## src/rtl/dir_input_conditioner_if.sv

```systemverilog
// Direction event handshake between the input conditioner and the datapath.
`timescale 1ns/1ps
interface dir_input_conditioner_if;
  logic       dir_valid;
  logic       dir_ready;
  logic [1:0] dir_code;

  modport master (output dir_valid, output dir_code, input dir_ready);
  modport slave  (input dir_valid, input dir_code, output dir_ready);
endinterface

```

## src/rtl/dir_input_conditioner.sv

```systemverilog
// Push-button front end: per-button sync + debounce, fixed-priority arbiter
// with auto-repeat, single-entry valid/ready event buffer with sticky overrun.
`timescale 1ns/1ps
module dir_input_conditioner #(
  parameter int SYNC_STAGES     = 2,
  parameter int DEBOUNCE_CYCLES = 4,
  parameter int REPEAT_DELAY    = 50,
  parameter int REPEAT_PERIOD   = 10,
  parameter int CNT_W           = 8
) (
  input  logic                     clk,
  input  logic                     reset,
  input  logic                     up,
  input  logic                     down,
  input  logic                     left,
  input  logic                     right,
  dir_input_conditioner_if.master  dir_if,
  output logic                     dir_held,
  output logic [3:0]               btn_state,
  output logic                     overrun
);

  localparam logic [0:0] IDLE = 1'b0;
  localparam logic [0:0] HELD = 1'b1;

  // Bit order {up,down,left,right}; direction code = 3 - bit index.
  logic [3:0] raw;
  assign raw = {up, down, left, right};

  logic [SYNC_STAGES-1:0] sync_q [4];
  logic [SYNC_STAGES-1:0] sync_d [4];
  logic [3:0]             sync_out;

  logic [CNT_W-1:0] db_cnt_q [4];
  logic [CNT_W-1:0] db_cnt_d [4];
  logic [3:0]       stable_q, stable_d;

  logic [0:0]       state_q, state_d;
  logic [1:0]       lock_q, lock_d;
  logic [CNT_W-1:0] rpt_q, rpt_d;

  logic       ev_fire;
  logic [1:0] ev_code;
  logic [1:0] arb_code;
  logic [1:0] lock_idx;
  logic       released;

  logic       valid_q, valid_d;
  logic [1:0] code_q, code_d;
  logic       ovr_q, ovr_d;

  // Synchroniser chains: shift the raw level in, oldest stage is the output.
  always_comb begin
    for (int unsigned b = 0; b < 4; b++) begin
      sync_d[b]   = {sync_q[b][SYNC_STAGES-2:0], raw[b]};
      sync_out[b] = sync_q[b][SYNC_STAGES-1];
    end
  end

  // Debounce: count cycles of disagreement, accept the new level once the count is reached.
  always_comb begin
    stable_d = stable_q;
    for (int unsigned b = 0; b < 4; b++) begin
      db_cnt_d[b] = db_cnt_q[b];
      if (sync_out[b] == stable_q[b]) begin
        db_cnt_d[b] = '0;
      end else if (db_cnt_q[b] == CNT_W'(DEBOUNCE_CYCLES)) begin
        stable_d[b] = sync_out[b];
        db_cnt_d[b] = '0;
      end else begin
        db_cnt_d[b] = db_cnt_q[b] + 1'b1;
      end
    end
  end

  // Fixed-priority pick among debounced levels: up > down > left > right.
  always_comb begin
    if (stable_q[3])      arb_code = 2'd0;
    else if (stable_q[2]) arb_code = 2'd1;
    else if (stable_q[1]) arb_code = 2'd2;
    else                  arb_code = 2'd3;
  end

  // Release is taken from the next stable level so that IDLE re-arbitrates
  // in the cycle right after btn_state drops; it also beats repeat expiry.
  assign lock_idx = 2'd3 - lock_q;
  assign released = ~stable_d[lock_idx];

  // Arbiter FSM: lock a direction, fire the first event, then auto-repeat until release.
  always_comb begin
    state_d = state_q;
    lock_d  = lock_q;
    rpt_d   = rpt_q;
    ev_fire = 1'b0;
    ev_code = lock_q;
    case (state_q)
      IDLE: begin
        if (|stable_q) begin
          lock_d  = arb_code;
          ev_fire = 1'b1;
          ev_code = arb_code;
          rpt_d   = CNT_W'(REPEAT_DELAY);
          state_d = HELD;
        end
      end
      default: begin
        if (released) begin
          state_d = IDLE;
          rpt_d   = '0;
        end else if (REPEAT_DELAY != 0) begin
          if (rpt_q <= CNT_W'(1)) begin
            ev_fire = 1'b1;
            rpt_d   = CNT_W'(REPEAT_PERIOD);
          end else begin
            rpt_d = rpt_q - 1'b1;
          end
        end
      end
    endcase
  end

  // Single-entry event buffer: load when empty or draining, otherwise drop and flag overrun.
  always_comb begin
    valid_d = valid_q;
    code_d  = code_q;
    ovr_d   = ovr_q;
    if (ev_fire) begin
      if (!valid_q || dir_if.dir_ready) begin
        valid_d = 1'b1;
        code_d  = ev_code;
      end else begin
        ovr_d = 1'b1;
      end
    end else if (valid_q && dir_if.dir_ready) begin
      valid_d = 1'b0;
    end
  end

  // State registers with asynchronous active-low reset.
  always_ff @(posedge clk or negedge reset) begin
    if (!reset) begin
      for (int unsigned b = 0; b < 4; b++) begin
        sync_q[b]   <= '0;
        db_cnt_q[b] <= '0;
      end
      stable_q <= '0;
      state_q  <= IDLE;
      lock_q   <= '0;
      rpt_q    <= '0;
      valid_q  <= 1'b0;
      code_q   <= '0;
      ovr_q    <= 1'b0;
    end else begin
      for (int unsigned b = 0; b < 4; b++) begin
        sync_q[b]   <= sync_d[b];
        db_cnt_q[b] <= db_cnt_d[b];
      end
      stable_q <= stable_d;
      state_q  <= state_d;
      lock_q   <= lock_d;
      rpt_q    <= rpt_d;
      valid_q  <= valid_d;
      code_q   <= code_d;
      ovr_q    <= ovr_d;
    end
  end

  assign dir_if.dir_valid = valid_q;
  assign dir_if.dir_code  = code_q;
  assign dir_held         = (state_q == HELD);
  assign btn_state        = stable_q;
  assign overrun          = ovr_q;

endmodule
```

## src/flat_wrapper.sv

```systemverilog
// flat-port wrapper written by rule: the top's interface ports become plain ports
module dir_input_conditioner_flat 
#(
  parameter int SYNC_STAGES     = 2,
  parameter int DEBOUNCE_CYCLES = 4,
  parameter int REPEAT_DELAY    = 50,
  parameter int REPEAT_PERIOD   = 10,
  parameter int CNT_W           = 8
)
  (clk, reset, up, down, left, right, dir_held, btn_state, overrun, dir_if_dir_valid, dir_if_dir_code, dir_if_dir_ready);
  dir_input_conditioner_if dir_if_i ();
  input  logic clk;
  input  logic reset;
  input  logic up;
  input  logic down;
  input  logic left;
  input  logic right;
  output logic dir_held;
  output logic [3:0] btn_state;
  output logic overrun;
  output wire logic [$bits(dir_if_i.dir_valid)-1:0] dir_if_dir_valid;
  output wire logic [$bits(dir_if_i.dir_code)-1:0] dir_if_dir_code;
  input wire logic [$bits(dir_if_i.dir_ready)-1:0] dir_if_dir_ready;
  assign dir_if_dir_valid = dir_if_i.dir_valid;
  assign dir_if_dir_code = dir_if_i.dir_code;
  assign dir_if_i.dir_ready = dir_if_dir_ready;
  dir_input_conditioner #(.SYNC_STAGES(SYNC_STAGES), .DEBOUNCE_CYCLES(DEBOUNCE_CYCLES), .REPEAT_DELAY(REPEAT_DELAY), .REPEAT_PERIOD(REPEAT_PERIOD), .CNT_W(CNT_W)) u_core (.clk(clk), .reset(reset), .up(up), .down(down), .left(left), .right(right), .dir_if(dir_if_i), .dir_held(dir_held), .btn_state(btn_state), .overrun(overrun));
endmodule
```

## config.mk

```make
export PLATFORM = sky130hd
export DESIGN_NAME = dir_input_conditioner_flat
export DESIGN_NICKNAME = d
export VERILOG_FILES = /design/src/rtl/dir_input_conditioner_if.sv /design/src/rtl/dir_input_conditioner.sv /design/src/flat_wrapper.sv
export SDC_FILE = /design/constraint.sdc
export NUM_CORES = 1
export LEC_CHECK = 0
export ABC_AREA = 1
export BUFFER_PORTS_ARGS = -buffer_cell sky130_fd_sc_hd__buf_2
export CAP_MARGIN = 20
export CELL_PAD_IN_SITES_DETAIL_PLACEMENT = 2
export CELL_PAD_IN_SITES_GLOBAL_PLACEMENT = 2
export CORE_MARGIN = 8
export CORE_UTILIZATION = 38
export DETAILED_ROUTE_END_ITERATION = 10
export PLACE_DENSITY = 0.88
export SYNTH_ARGS = -nofsm -noshare
export SYNTH_HDL_FRONTEND = slang
export SYNTH_SLANG_ARGS = --single-unit
```

## constraint.sdc

```tcl
create_clock -name clk -period 1.73 [get_ports clk]
set_input_delay 0.346 -clock clk [delete_from_list [all_inputs] [get_ports clk]]
set_output_delay 0.346 -clock clk [all_outputs]
set_load 0.01 [all_outputs]
```

* After elaboration in Yosys (flattened, before gate mapping) *
Cells that the tools add are included.
W data, S select, Z words.

word-level totals
  bits in registers = 59
  latch bits = 0
  bits in writable memories = 0
  bits in read-only memories = 0
  input port bits = 7
  output and inout port bits = 9
  word-level logic and storage cells = 78
  memories = 0

cells by class
  add/sub/neg operators = 6
  multiply operators = 0
  divide/modulo/power cells = 0
  order comparisons = 2
  equality and inequality tests = 9
  shifts and indexed selects = 0
  muxes and demuxes = 36
  bitwise gates (word level) = 1
  reduce and logical (&&, ||, !) cells = 9

operators with widths
  cell                   count
  $mux W8                12
  $add A8 B1 Y8 const B  4
  $eq A8 B3 Y1 const B   4
  $mux W1                19
  $le A8 B1 Y1 const B   1
  $mux W2                4
  $sub A8 B1 Y8 const B  1
  $reduce_and A2 Y1      3
  $eq A1 B1 Y1           4
  $reduce_bool A2 Y1     2
  $reduce_or A4 Y1       1
  $lt A2 B3 Y1 const B   1
  $bmux W1 S2            1
  $ne A2 B2 Y1 const B   1
  $sub A2 B2 Y2 const A  1
  $logic_and A1 B1 Y1    1
  $logic_not A1 Y1       1
  $logic_or A1 B1 Y1     1
  $not A1 Y1             1

* Logic depth before layout (Yosys ltp) *
Gate-level depths: netlist of run 1.

  depth after elaboration = 9
  depth in mapped cells = 14
  mapped depth without buffers = 14

* Least setup slack after synthesis of run 1 *
OpenSTA, ideal clock, no wires.

  kind = flip-flop to flip-flop
  from = register u_core.rpt_q[0]
  to = register u_core.ovr_q (netlist: u_core.overrun)
  setup time = 0.118 ns
  arrival = 1.470 ns
  slack = 0.142 ns
  stages on the path, launching flop included = 8
  buffers on the path = 0
  clock period less this slack = 1.588 ns
  cell sequence = dfrtp_1 -> inv_2 -> ha_1 -> o2111ai_1 -> inv_1 -> nand3_4 -> nand2_4 -> a21o_1

between the ends
  word-level cells in the longest chain between the ends = 5

ends and longest elaborated chain
  item                         line                          RTL
  start: declaration           dir_input_conditioner.sv:40   logic [CNT_W-1:0] rpt_q, rpt_d;
  start signal: assignment     dir_input_conditioner.sv:161  rpt_q <= rpt_d;
  $le A8 B1 Y1                 dir_input_conditioner.sv:111  if (rpt_q <= CNT_W'(1)) begin
  $mux W1                      dir_input_conditioner.sv:111
  $mux W1                      dir_input_conditioner.sv:107  if (released) begin
  $mux W1                      dir_input_conditioner.sv:96   case (state_q)
  $reduce_and A2 Y1 (no line)  -
  end signal: assignment       dir_input_conditioner.sv:164  ovr_q <= ovr_d;
  end: declaration             dir_input_conditioner.sv:50   logic ovr_q, ovr_d;

No other way between the ends.
A chain may end at the register's enable or synchronous reset.

* Worst setup path in the final report of run 1 *
  from = register u_core.db_cnt_q[0] (netlist bit)
  to = register u_core.rpt_q[1]

between the ends
  word-level cells in the longest chain between the ends = 7

ends and longest elaborated chain
  item                              line                          RTL
  start: declaration                dir_input_conditioner.sv:34   logic [CNT_W-1:0] db_cnt_q [4];
  start signal: indexed assignment  dir_input_conditioner.sv:156  db_cnt_q[b] <= db_cnt_d[b];
  $eq A8 B3 Y1                      dir_input_conditioner.sv:67   end else if (db_cnt_q[b] == CNT_W'(DEBOUNCE_CYCLES)) begin
  $mux W1                           dir_input_conditioner.sv:67
  $mux W1                           dir_input_conditioner.sv:65   if (sync_out[b] == stable_q[b]) begin
  $bmux W1 S2                       dir_input_conditioner.sv:87   assign released = ~stable_d[lock_idx];
  $mux W1 (not written as such)     dir_input_conditioner.sv:87
  $mux W8                           dir_input_conditioner.sv:107
  $mux W8                           dir_input_conditioner.sv:96

No other way between the ends. The select of a mux whose other input is x is not followed.

==> impl_metrics.toml, run 1 <==
[cells_and_area]
final_util = 0.4868
syn_to_final_growth_pct = 23.89
antennaDiodeCount = 0
fin_cells = 468
drive_gt1_frac = 0.2954
final_area_um2 = 3550
nets = 382
mostFrequentLayoutCells = "59 x dfrtp_1, 47 x nand2_1, 40 x nor2_1, 30 x inv_1, 22 x buf_4"
layout_commonest_cell = "dfrtp_1"

[placement]
dp.cells = 436
numPortBuffers = 15
globalplace.congestion = 0.7720
placed_area_um2 = 3122
dp_hpwl_um = 5523

[yosys]
ys_ff_latch = 59
netlist.area_leader.share = 0.5153
syn_avg_cell_area_um2 = 9.067
syn-instance-count = 316
yosysTopAreaCell = "dfrtp_1"
ys_types = 29
synthTopCellsByArea = "dfrtp_1 52%, nand2_1 7.1%, nor2_1 5.6%"
synth-seq-area-share = 0.5153
netlist_area_um2 = 2865
yosys_warnings = 0
syn_nets = 333

[sta]
rsz0062_at_grt = "yes"
finalCriticalPeriod_ns = 1.746
fin_crit_sh = 1.009
fin_ws_ns = -0.01576
clock_skew_ns = 0.01062
slew_violations = 0
fmax_mhz = 572.8
setup_viol = 2
hold_viol = 0
slew_headroom = 0.7344
worstMarginPinSlew_ns = 0.3954

[die]
die_area_um2 = 10580
core_um2 = 7292
pin_count = 16
die_height_um = 102.8
rows = 31
initial_utilization = 0.3929
die_x_um = 102.8

[critical_path]
max_stage_delay_ns = 0.41
crit_type = "flip-flop to flip-flop"
cp_num_buf_inv = 2
path_max_fanout = 3
slowest_stage = "dfrtp_1"
path_cells = "inv_2 > ha_2 > nand3_4 > o21ai_1 > nand3_2 > nand3_2 > nand2_4 > buf_4 > nand3_1 > nand3_1"
cp.arrival_ns = 1.97
crit_family = "simple AND/OR/NAND/NOR gates"
crit_path_end_kind = "flip-flop"
critical_path.startpoint_type = "flip-flop"
crit_required_ns = 1.95

[clocking]
clock_path_buffers = 2
clkTransAtPathRegs_ns = 0.07
h-tree-depth = 3
insertion_delay_ns = 0.34
cts-root-buf = "clkbuf_8"
cts-buffers-inserted = 9
clock-sinks = 59
cts_tree = "yes"

[route]
vias_per_cell = 5.066
vias = 2371
drt_iter0_drc = 59
antenna_left = 0
firstDrtPassIters = 4
wl_per_cell_um = 18.31
drc = 0
drt_wl_total_um = 8570

[grt]
grt_pass1_wl_um = 12860
grt_pass1_vias = 2618
antenna_found_initial = 0
grt.total_usage = 0.1589
grt_max_degree = 28
grt-ovfl-total = 0

[power_and_ir_drop]
ir_worst_vdd_mv = 0.7152
p_leak_nw = 1.687
power_density_nw_per_um2 = 1591

[outcome]
violations = "negative setup slack"
status = "finished with violations"

[flow_run]
drv_cap = 0

[hold_path]
hold_class = "input port to flip-flop"
[layout make-up]
| type | count | area (um^2) |
|---|---|---|
| clock inverter | 2 | 10.01 |
| inverter | 42 | 157.7 |
| fill | 812 | 3742 |
| clock buffer | 13 | 168.9 |
| multi-input combinational | 214 | 1343 |
| tap | 99 | 123.9 |
| sequential | 59 | 1476 |
| timing repair buffer | 39 | 270.3 |
[sequential cells by signal (all words and copies together) (netlist names)]
| name | cells |
|---|---|
| u_core.lock_q | 2 |
| u_core.btn_state | 4 |
| u_core.db_cnt_q | 32 |
| u_core.overrun | 1 |
| u_core.dir_if.dir_code | 2 |
| u_core.rpt_q | 8 |
| u_core.dir_held | 1 |
| u_core.sync_out | 4 |
| u_core.dir_if.dir_valid | 1 |
| u_core.sync_d | 4 |
[per-layer routing]
layer | wire [um] | GRT usage
met1 | 3366 | 0.1671
met2 | 4815 | 0.2997
met3 | 217 | 0.02768
met4 | 171 | 0.07341
met5 | 0 | 0
[power by group]
part           internal, W  switching, W  leakage, nW
clock network     0.000625      0.000544       0.0953
logic             0.000990       0.00140        0.826
registers          0.00169      0.000397        0.766
[logic make-up (layout without fill, tap and decap cells)]
kind of cell             after synthesis  in the layout  share of synthesized area
AND/OR/NAND/NOR                      156            156                     0.2768
buffers and inverters                 43             96                    0.05764
XOR/XNOR                              13             13                    0.03974
adder cells (fa/ha/maj)               10             10                    0.04367
AO/OA/AOI/OAI                         35             35                    0.06681
flip-flops                            59             59                     0.5153
[worst paths after layout]
check	depth (start not counted)	slack, ns	from	to
max reg2reg	10	-0.02	u_core.db_cnt_q[0]$_DFF_PN0_	u_core.rpt_q[1]$_DFFE_PN0P_
min	1	0.11	down	u_core.sync_d[3]$_DFF_PN0_
max	10	-0.02	u_core.db_cnt_q[0]$_DFF_PN0_	u_core.rpt_q[1]$_DFFE_PN0P_
max in group asynchronous	3	0.80	reset	u_core.rpt_q[5]$_DFFE_PN0P_
min reg2reg	0	0.39	u_core.sync_d[1]$_DFF_PN0_	u_core.sync_out[3]$_DFF_PN0_
min in group asynchronous	2	0.45	reset	u_core.db_cnt_q[27]$_DFF_PN0_
[cells in the mapped netlist]
cell type,n
nor3_4,1
o21ai_1,12
nand2_1,54
a31oi_1,5
nand3_2,6
nand3_4,2
o21ai_2,1
nor2_1,43
or2_4,1
nor3_1,15
dfrtp_1,59
nand3_1,9
xor2_1,10
a21oi_1,7
o2111ai_1,1
a21o_1,1
nand2_2,4
nor3b_2,2
inv_1,36
ha_1,10
nor3b_1,4
xnor2_1,3
inv_2,6
and3_1,4
nor2_2,7
and2_1,1
buf_4,1
o21ai_0,8
nand2_4,3
[what timing repair did]
item                       CTS  global route
pin swaps                    6            11
setup endpoints to repair    7            11
gates resized for setup      4            29
hold buffers                 1             0
cloned                       0             0
hold endpoints to repair    10             0
setup buffers                3            13
[worst register-to-register path, cell delays in order (launching register included)]
cell and delay (ns):
dfrtp_1 0.41, inv_2 0.08, ha_2 0.20, nand3_4 0.09
o21ai_1 0.25, nand3_2 0.11, nand3_2 0.12, nand2_4 0.08
buf_4 0.14, nand3_1 0.08, nand3_1 0.08
[metrics by stage]
step | total power [W] | hold slack [ns] | setup TNS (ns) | setup slack, ns
CTS | 0.005315 | 0.09646 | 0 | 0.003287
finish | 0.005648 | 0.1130 | -0.01747 | -0.01576
floorplan | 0.003345 | 0.05041 | 0 | 0.1419
global route | 0.006068 | 0.09248 | -1.011 | -0.1398
detailed placement | 0.004021 | 0.2718 | -0.08021 | -0.04114
global placement | 0.003874 | 0.2641 | 0 | 0.09216
Power figures use the tool's default switching activity.
==> run 2: changes to the inputs <==
- CORE_MARGIN: 8 -> not set
==> run 2 against run 1 <==
The flow still finishes with violations (negative setup slack). Critical path depth rose by 3. Sequential power hardly changed. Via count grew 2.7%. Core utilization rose by 2.3 points. Sequential share of layout area is 1.5 points lower. Routed wire length is 8.7% higher. Worst setup slack lost 0.027 ns.
==> impl_metrics.toml, run 2 (synthesis gave the netlist of run 1 again) <==
[sta]
worstMarginPinSlew_ns = 0.5310
clock_skew_ns = 0.01980
finalCriticalPeriod_ns = 1.772
slew_violations = 0
timing.setup.tns_ns = -0.1909
hold_viol = 0
fin_ws_ns = -0.04244
setup_viol = 8
rsz0062_at_grt = "yes"
fmax_mhz = 564.2
fin_crit_sh = 1.025
slew_headroom = 0.6436

[clocking]
clock-sinks = 59
cts-root-buf = "clkbuf_8"
clock_path_buffers = 2
h-tree-depth = 3
clkTransAtPathRegs_ns = 0.07
cts_tree = "yes"
insertion_delay_ns = 0.36
cts-buffers-inserted = 9

[route]
drc = 0
drt_iter0_drc = 77
antenna_left = 0
vias = 2435
drt_wl_total_um = 9313
wl_per_cell_um = 19.90
firstDrtPassIters = 4
vias_per_cell = 5.203

[critical_path]
critical_path.startpoint_type = "flip-flop"
max_stage_delay_ns = 0.40
slowest_stage = "dfrtp_1"
cp.arrival_ns = 2.01
crit_required_ns = 1.97
crit_path_end_kind = "flip-flop"
crit_type = "flip-flop to flip-flop"
crit_family = "simple AND/OR/NAND/NOR gates"
path_cells = "inv_2 > ha_4 > nand3_4 > nor2_4 > nand2_2 > nand3_2 > nand3_2 > nand2_4 > nand3_4 > nand2_4 > nand2_4 > nand2_2 > nand2_1"
cp_common_cell = "nand2_4"
cp_num_buf_inv = 1
path_max_fanout = 4

[cells_and_area]
mostFrequentLayoutCells = "56 x dfrtp_1, 47 x nand2_1, 39 x nor2_1, 28 x inv_1, 21 x buf_4"
antennaDiodeCount = 0
largest_register = "u_core.db_cnt_q"
nets = 381
layout_commonest_cell = "dfrtp_1"
final_util = 0.5096
syn_to_final_growth_pct = 29.00
largest_reg_flops = 32
drive_gt1_frac = 0.3333
reg.largest.list = "u_core.db_cnt_q x32, u_core.rpt_q x8"
fillers = 757

[die]
rows = 31
pin_count = 16
die_height_um = 88.84
die_x_um = 88.84
initial_utilization = 0.3950
core_um2 = 7253
die_area_um2 = 7892

[grt]
antenna_found_initial = 0
grt.total_usage = 0.2384
grt_pass1_wl_um = 13630
grt_pass1_vias = 2712
grt-ovfl-total = 0
grt_max_degree = 45

[flow_run]
drv_cap = 0

[placement]
globalplace.congestion = 0.7588
numPortBuffers = 15
dp_hpwl_um = 5038

[outcome]
status = "finished with violations"
violations = "negative setup slack"

[power_and_ir_drop]
ir_worst_vdd_mv = 0.6039
power_density_nw_per_um2 = 1740
p_leak_nw = 1.752
report.power.total_w = 0.006431

[hold_path]
hold_class = "input port to flip-flop"
run 2: area by class of cell:
type                    count  area, um^2  share of cell area
flip-flops and latches     59        1480              0.4005
multi-input cells         214        1411              0.3819
repair buffers             38       262.8             0.07109
clock buffers              12       165.2             0.04469
inverters                  42       157.7             0.04265
well taps                  99       123.9             0.03351
clock inverters             4       95.09             0.02573
run 2: worst paths after layout:
kind                                              start                                    end  slack [ns]  cells after the start
setup / recovery           u_core.db_cnt_q[8]$_DFF_PN0_  u_core.dir_if.dir_code[1]$_DFFE_PN0P_       -0.04                     13
hold / removal                                       up             u_core.sync_d[1]$_DFF_PN0_        0.10                      1
setup reg to reg           u_core.db_cnt_q[8]$_DFF_PN0_  u_core.dir_if.dir_code[1]$_DFFE_PN0P_       -0.04                     13
hold reg to reg              u_core.sync_d[1]$_DFF_PN0_           u_core.sync_out[3]$_DFF_PN0_        0.33                      0
max in group asynchronous                         reset           u_core.db_cnt_q[2]$_DFF_PN0_        0.67                      3
min in group asynchronous                         reset          u_core.db_cnt_q[31]$_DFF_PN0_        0.47                      2
run 2: what timing repair did:
item / 4_1_cts / 5_1_grt
hold endpoints to repair: 15 / 0
setup buffers: 11 / 7
gates cloned: 0 / 0
pin swaps: 9 / 14
endpoints found under the setup margin: 10 / 14
gates resized for setup: 14 / 37
hold buffers: 1 / 0
run 2: layer usage:
metal	global-route usage	vias to the layer above	wire [um]
li1	-	1103	-
met1	0.2525	1262	3558
met2	0.4455	44	5135
met3	0.07183	26	271
met4	0.08504	0	348
met5	0	-	0
run 2: power by group:
part	internal, W	leakage [nW]	switching (W)
Combinational	0.00106	0.858	0.00160
Clock	0.00107	0.133	0.000597
Sequential	0.00169	0.762	0.000406
run 2: through the flow:
stage | setup slack [ns] | cells | hold slack, ns | instance area (um^2)
global placement | 0.06484 | 433 | 0.3023 | 3099
floorplan | 0.1419 | 316 | 0.05041 | 2865
finish | -0.04244 | 468 | 0.1048 | 3696
CTS | 0.002785 | 461 | 0.08990 | 3487
detailed placement | -0.08165 | 433 | 0.3060 | 3099
global route | -0.1179 | 468 | 0.08429 | 3696
